===== config.mk =====
export PLATFORM = sky130hd
export DESIGN_NAME = palindrome_rr_sched
export DESIGN_NICKNAME = d
export VERILOG_FILES = /design/src/rtl/palindrome_rr_sched.sv
export SDC_FILE = /design/constraint.sdc
export NUM_CORES = 1
export LEC_CHECK = 0
export CORE_MARGIN = 2
export CORE_UTILIZATION = 50
export CTS_CLUSTER_DIAMETER = 200
export DETAILED_ROUTE_END_ITERATION = 10
export GPL_ROUTABILITY_DRIVEN = 0
export PLACE_DENSITY = 0.78
export SYNTH_ARGS = -nofsm -noshare
export SYNTH_HDL_FRONTEND = slang
export SYNTH_SLANG_ARGS = --single-unit

===== constraint.sdc =====
create_clock -name clk -period 2.42 [get_ports clk]
set_clock_uncertainty 0.1 [all_clocks]
set_input_delay 0.363 -clock clk [delete_from_list [all_inputs] [get_ports clk]]
set_output_delay 0.363 -clock clk [all_outputs]
set_load 0.02 [all_outputs]

===== src/rtl/palindrome_rr_sched.sv =====
// Round-robin scheduler sharing one serial 3-bit palindrome checker among NUM_REQ requesters.
// Optional macro PAL_SCHED_FIXED_PRIO_EN: fixed lowest-index priority instead of round-robin.
module palindrome_rr_sched #(
  parameter int unsigned NUM_REQ = 4,
  parameter int unsigned WORD_W  = 8,
  localparam int unsigned HIT_W  = $clog2(WORD_W - 1),
  localparam int unsigned ID_W   = $clog2(NUM_REQ)
) (
  input  logic                      clk,
  input  logic                      reset,
  input  logic [NUM_REQ-1:0]        req_valid,
  input  logic [NUM_REQ*WORD_W-1:0] req_data,
  output logic [NUM_REQ-1:0]        req_ready,
  output logic                      rsp_valid,
  input  logic                      rsp_ready,
  output logic [ID_W-1:0]           rsp_id,
  output logic [HIT_W-1:0]          rsp_hits,
  output logic                      rsp_all,
  output logic                      busy
);

  localparam int unsigned CNT_W = $clog2(WORD_W);

  typedef enum logic [1:0] {ST_IDLE, ST_SHIFT, ST_RESP} state_t;

  state_t            state;
  logic [WORD_W-1:0] word_q;
  logic [1:0]        hist;
  logic [1:0]        fill;
  logic [HIT_W-1:0]  hits;
  logic [CNT_W-1:0]  bit_cnt;

  logic              found;
  logic [ID_W-1:0]   win_id;
  logic [ID_W-1:0]   cand;
  logic [WORD_W-1:0] win_word;
  logic              cur_bit;
  logic              hit_now;
  logic [HIT_W-1:0]  hits_next;

`ifndef PAL_SCHED_FIXED_PRIO_EN
  logic [ID_W-1:0]   rr_ptr;
`endif

  // Arbitration: first valid requester searching upward from the rr pointer (or from 0).
  always_comb begin
    found    = 1'b0;
    win_id   = '0;
    cand     = '0;
    win_word = '0;
    for (int unsigned k = 0; k < NUM_REQ; k++) begin
`ifdef PAL_SCHED_FIXED_PRIO_EN
      cand = ID_W'(k);
`else
      cand = ID_W'((32'(rr_ptr) + k) % NUM_REQ);
`endif
      if (!found && req_valid[cand]) begin
        found    = 1'b1;
        win_id   = cand;
        win_word = req_data[cand*WORD_W +: WORD_W];
      end
    end
  end

  // Grant is combinational so the requester sees ready in the accept cycle.
  always_comb begin
    req_ready = '0;
    if (reset && state == ST_IDLE && found) begin
      req_ready[win_id] = 1'b1;
    end
  end

  // Serial checker: a bit closes a palindromic window when it equals the bit two places back.
  always_comb begin
    cur_bit   = word_q[WORD_W-1];
    hit_now   = fill[1] & (cur_bit == hist[1]);
    hits_next = hits + HIT_W'(hit_now);
  end

  assign busy = (state != ST_IDLE);

  always_ff @(posedge clk or negedge reset) begin
    if (!reset) begin
      state     <= ST_IDLE;
      word_q    <= '0;
      hist      <= '0;
      fill      <= '0;
      hits      <= '0;
      bit_cnt   <= '0;
      rsp_valid <= 1'b0;
      rsp_id    <= '0;
      rsp_hits  <= '0;
      rsp_all   <= 1'b0;
    end else begin
      case (state)
        ST_IDLE: begin
          if (found) begin
            word_q  <= win_word;
            rsp_id  <= win_id;
            hist    <= '0;
            fill    <= '0;
            hits    <= '0;
            bit_cnt <= '0;
            state   <= ST_SHIFT;
          end
        end
        ST_SHIFT: begin
          word_q <= word_q << 1;
          hist   <= {hist[0], cur_bit};
          hits   <= hits_next;
          if (!fill[1]) begin
            fill <= fill + 2'd1;
          end
          if (bit_cnt == CNT_W'(WORD_W - 1)) begin
            rsp_valid <= 1'b1;
            rsp_hits  <= hits_next;
            rsp_all   <= (hits_next == HIT_W'(WORD_W - 2));
            state     <= ST_RESP;
          end else begin
            bit_cnt <= bit_cnt + CNT_W'(1);
          end
        end
        ST_RESP: begin
          if (rsp_ready) begin
            rsp_valid <= 1'b0;
            state     <= ST_IDLE;
          end
        end
        default: state <= ST_IDLE;
      endcase
    end
  end

`ifndef PAL_SCHED_FIXED_PRIO_EN
  // Pointer moves past the owner of the word whose response was just taken.
  always_ff @(posedge clk or negedge reset) begin
    if (!reset) begin
      rr_ptr <= '0;
    end else if (state == ST_RESP && rsp_ready) begin
      rr_ptr <= (rsp_id == ID_W'(NUM_REQ - 1)) ? '0 : rsp_id + ID_W'(1);
    end
  end
`endif

endmodule


# Word-level counts from Yosys, hierarchy flattened
# Cells that the tools add are included.
# totals
regBits,29
in_bits,39
output_inout_bits,12
word_cells,103
# op_classes
n_addsub,7
magnitude_cmp,6
n_eq_ne,11
shifts,4
mux,41
n_bitwise,1
n_reduce_logical,21
# ops
cell,n
32-bit by 6-bit variable part select with 8-bit output,4
8-bit two-way mux,5
2-bit two-way mux,10
8-bit case mux with 2 select lines,1
2-bit by 3-bit < comparator with 1-bit output (second input constant),5
3-bit case mux with 2 select lines,2
3-bit AND reduction,4
1-bit two-way mux,11
2-bit inequality test (second input constant),5
1-bit binary-select mux with 2-bit select,4
2-bit case mux with 2 select lines,2
1-bit logical AND,7
2-bit by 1-bit adder with 2-bit output (second input constant),3
3-bit == test (second input constant),2
3-bit two-way mux,2
2-bit case mux with 3 select lines,1
2-bit AND reduction,3
2-bit nonzero test,3
2-bit adder (second input constant),2
2-bit == test (second input constant),2
4-bit two-way mux,1
3-bit by 1-bit adder with 3-bit output,1
3-bit by 1-bit adder with 3-bit output (second input constant),1
1-bit zero test,3
other kinds (7),7

# Depth between registers and ports, before layout
# logic_depth
depth_word,17
mapped_depth,8
depth_no_buf,7

# Worst setup path after synthesis
# Ideal clock, no wire load.
# synth_path
kind,in2out
from,in req_valid[1]
to,out req_ready[0]
t_arrival_ns,1.930
t_required_ns,1.957
path_slack_ns,0.027
path_stages,5
path_buffers,1
path_cell_list,buf_1 mux4_2 nor4_2 a31oi_2 nor3b_1
# synth_via
elab_chain_len,17
word_cells_on_any_way,29
cone_classes,order compare (2); mux (19); reduce/logical (8)
# synth_lines
element,line_no,text
from (decl),11,"input logic [NUM_REQ-1:0] req_valid,"
1-bit binary-select mux with 2-bit select,57,if (!found && req_valid[cand]) begin
1-bit two-way mux (not written as such),57,
1-bit two-way mux,57,
1-bit zero test,57,
1-bit logical AND,57,
1-bit two-way mux,57,
1-bit zero test,57,
1-bit logical AND,57,
1-bit two-way mux,57,
1-bit zero test,57,
1-bit logical AND,57,
2-bit two-way mux,57,
2-bit by 3-bit < comparator with 1-bit output (not written as such) / 2-bit by 1-bit >= comparator with 1-bit output (equally long branches),69,req_ready[win_id] = 1'b1;
1-bit logical AND (not written as such),69,
1-bit two-way mux (not written as such),69,
1-bit demux with 2-bit select,69,
4-bit two-way mux *,68,if (reset && state == ST_IDLE && found) begin
to (decl),13,"output logic [NUM_REQ-1:0] req_ready,"
# Mark *: on every way between the ends. The rest lies on a longest branch, timed or not. The select of a mux whose other input is x is not followed.

# Worst setup path in the final report
# layout_path
from,reg rr_ptr[0]
to,out req_ready[1]
# layout_via
elab_chain_len,17
word_cells_on_any_way,32
cone_classes,add/sub (3); order compare (2); mux (19); reduce/logical (8)
# layout_lines
element,line_no,text
from (decl),42,logic [ID_W-1:0] rr_ptr;
from (signal assigned),140,rr_ptr <= (rsp_id == ID_W'(NUM_REQ - 1)) ? '0 : rsp_id + ID_W'(1);
branches (longest 16 deep; another with 2-bit by 3-bit < comparator with 1-bit output),--,
4-bit two-way mux *,68,
# Every way passes the cells marked *. The select of a mux whose other input is x is not followed.

==> results.json <==
{
  "rows": 25,
  "grt.met3_usage_pct": 4.95,
  "wl_um": 6130,
  "seq_area_um2": 727,
  "fin_crit_ns": 2.58,
  "p_comb_share_pct": 63.1,
  "cp-start-kind": "flip-flop",
  "rsz0062_at_grt": "true",
  "maxCapViolCount": 0,
  "worst_setup_path_end_kind": "primary output",
  "hold_path.class": "reg2reg",
  "yosys.area.top_type_share_pct": 29.0,
  "synth.distinct_cells": 49,
  "dr.pass1.iters": 4,
  "peakVddDrop_mv": 0.531,
  "setup_violations": 4,
  "power_leakage_uw": 0.00154,
  "violations": "setup timing",
  "p_clk_share_pct": 11.5,
  "synth_top_area_cell": "dfrtp_1",
  "cp_slowest_cell": "dfrtp_2",
  "fillers": 386,
  "clkLatencyLatePin_ns": 0.29,
  "slew_violations": 0,
  "syn_nets": 312,
  "ys_ff_latch": 29,
  "power.sequential.fraction_pct": 25.4,
  "p_int_uw": 1950,
  "synth-async-reset-ratio_pct": 100,
  "grt_busiest_layer": "met2",
  "cts-htree-levels": 2,
  "multiInputGateArea_um2": 1640,
  "synthCells": 268,
  "synth_commonest_cells": "nand2_1 (39), dfrtp_1 (29), inv_1 (20)",
  "tightest_slew_ns": 0.500,
  "synth_area_leaders": "dfrtp_1 (29%), mux4_2 (15%), nand2_1 (5.9%), mux2i_1 (5.6%), a22oi_1 (4.5%)",
  "swShare_pct": 41.3,
  "fp.dieW_um": 74.7,
  "switching_power_uw": 1370,
  "antenna_cells": 0,
  "path_delay_family": "simple AND/OR/NAND/NOR gates",
  "globalRouteMet1Util_pct": 30.3,
  "drive_gt1_share_pct": 26.3,
  "status": "finished with violations",
  "syn-cell-area_um2": 2500,
  "globalRouteOverflowTotal": 0,
  "viasPerCell": 5.76,
  "hpwlAfterDp_um": 4610,
  "slew_headroom_pct": 66.7,
  "cp_num_buf_inv": 1,
  "cp_slowest_stage_delay_ns": 0.46,
  "start_util_pct": 52.2,
  "cp_max_fo": 7,
  "drtAntennaViolNets": 0,
  "syn_avg_cell_area_um2": 9.32,
  "die_h_um": 74.7,
  "syn_to_final_growth_pct": 37.0,
  "ys_warn_count": 0,
  "stdcell_count": 417,
  "ys.flop_type": "dfrtp_1",
  "ff2ff_setup_slack_ns": 0.18,
  "final-hold-violation-count": 0,
  "numCtsBuffers": 5,
  "core_um2": 4790,
  "setup_tns_ns": -0.412,
  "die_area_um2": 5580,
  "antenna_found_initial": 0,
  "max_freq_mhz": 387,
  "path_class": "reg2out",
  "clk_pin_slew_ns": 0.06,
  "fin_crit_sh_pct": 107,
  "io_buffers": 50,
  "crit_chain": "or3b_4 > o311a_1 > a31o_2 > a31oi_4 > and4_1 > buf_6",
  "met2_usage_pct": 39.7,
  "required_ns": 1.96,
  "ys_seq_area_share_pct": 29.0,
  "grt_use_total_pct": 23.2,
  "grt_start_max_net_pins": 37,
  "drcViolationCount": 0,
  "cts_sinks": 29,
  "fin_ws_ns": -0.165,
  "pin_count": 51,
  "synth_most_common_cell": "nand2_1",
  "post_drt_wl_per_cell_um": 14.7,
  "crit_arrival_ns": 2.12,
  "synth-edff-count": 0,
  "grt_pass1_wl_um": 10100,
  "cts_root_buf": "clkbuf_8",
  "postCtsHoldBufs": 0,
  "clock_path_buffers": 2,
  "nets": 393,
  "vias": 2400,
  "grt_pass1_vias": 2239,
  "cts_tree": "built",
  "powerDensity_nw_per_um2": 970,
  "dp.cells": 405,
  "drt_iter0_drc": 75
}
==> cell type report <==
| class | count | share of cell area [%] |
|---|---|---|
| clock inverter | 2 | 0.293 |
| clock buffer | 6 | 2.12 |
| sequential | 29 | 21.2 |
| timing repair buffer | 90 | 23.8 |
| tap | 67 | 2.45 |
| multi-input combinational | 202 | 47.8 |
| inverter | 21 | 2.30 |
==> worst reg2reg max path: cells and delay by family (launching register included) <==
kind            cells  cell delay (ns)
buf+inv             2             0.59
mux                 1             0.59
compound gates      1             0.26
simple gates        1             0.15
flops               1             0.45
==> kinds of logic (layout without fill, tap and decap cells) <==
group | Yosys count | count (layout) | synth area share, %
and+or+nand+nor | 90 | 90 | 18.1
AOI/OAI and AO/OA | 70 | 70 | 20.2
buffers and inverters | 37 | 119 | 6.66
muxes | 35 | 35 | 22.7
DFF | 29 | 29 | 29.0
adders and majority gates | 5 | 5 | 2.50
xor gates and xnor gates | 2 | 2 | 0.701
==> routing by layer <==
metal | routed length (um) | vias to the layer above
met3 | 281 | 5
met2 | 3070 | 70
met5 | 0 | -
met4 | 56 | 0
li1 | - | 1169
met1 | 2730 | 1156
==> worst paths after layout <==
path                                          from                 endpoint  cells past startpoint
setup / recovery             rr_ptr[0]$_DFFE_PN0P_             req_ready[1]                      6
hold / removal             rsp_hits[2]$_DFFE_PN0P_  rsp_hits[2]$_DFFE_PN0P_                      1
setup reg to reg             rr_ptr[0]$_DFFE_PN0P_    word_q[0]$_DFFE_PN0P_                      5
hold reg to reg            rsp_hits[2]$_DFFE_PN0P_  rsp_hits[2]$_DFFE_PN0P_                      1
max in group asynchronous                    reset    rr_ptr[0]$_DFFE_PN0P_                      2
min in group asynchronous                    reset      rsp_all$_DFFE_PN0P_                      2
==> power groups by stage <==
stage | sequential (uW) | combinational [uW] | clock, uW
floorplan | 871 | 1330 | 0
global placement | 837 | 1980 | 0
detailed placement | 847 | 2040 | 0
CTS | 844 | 2100 | 386
global route | 866 | 2300 | 412
finish | 844 | 2090 | 382
==> placed cells by master, fill, tap and decap left out, types with 14 or more instances in the layout <==
| cell | synthesis | layout |
|---|---|---|
| nand3_1 | 17 | 17 |
| mux4_2 | 17 | 17 |
| buf_4 | 1 | 38 |
| o21ai_0 | 16 | 15 |
| dfrtp_1 | 29 | 28 |
| inv_1 | 20 | 20 |
| a22oi_1 | 15 | 15 |
| clkdlybuf4s50_1 | 0 | 42 |
| nand2_1 | 39 | 39 |
| mux2i_1 | 14 | 14 |
==> sequential cells by signal, indices dropped and copies added (netlist names) <==
signal,count
bit_cnt,3
hist,2
rsp_all,1
rsp_hits,3
rsp_id,2
fill,2
rsp_valid,1
hits,3
word_q,8
state,2
rr_ptr,2
==> timing repair <==
action	CTS	global route
setup endpoints to repair	11	4
setup buffers	4	0
pin swaps	7	6
gates resized for setup	37	2
==> per-stage QoR <==
step                      hold slack (ns)  setup slack, ns  util, %  total power (uW)  cell area, um^2
final                               0.380           -0.165     71.5              3320             3420
after detailed placement            0.369           -0.829     68.5              2890             3280
after floorplan                   -0.0326           0.0274        -              2200             2500
after global placement              0.359           -0.746     68.5              2810             3280
after global routing                0.396           -0.221     71.5              3580             3420
after CTS                           0.383           -0.182     71.6              3330             3430
(Power assumes the default switching activity.)
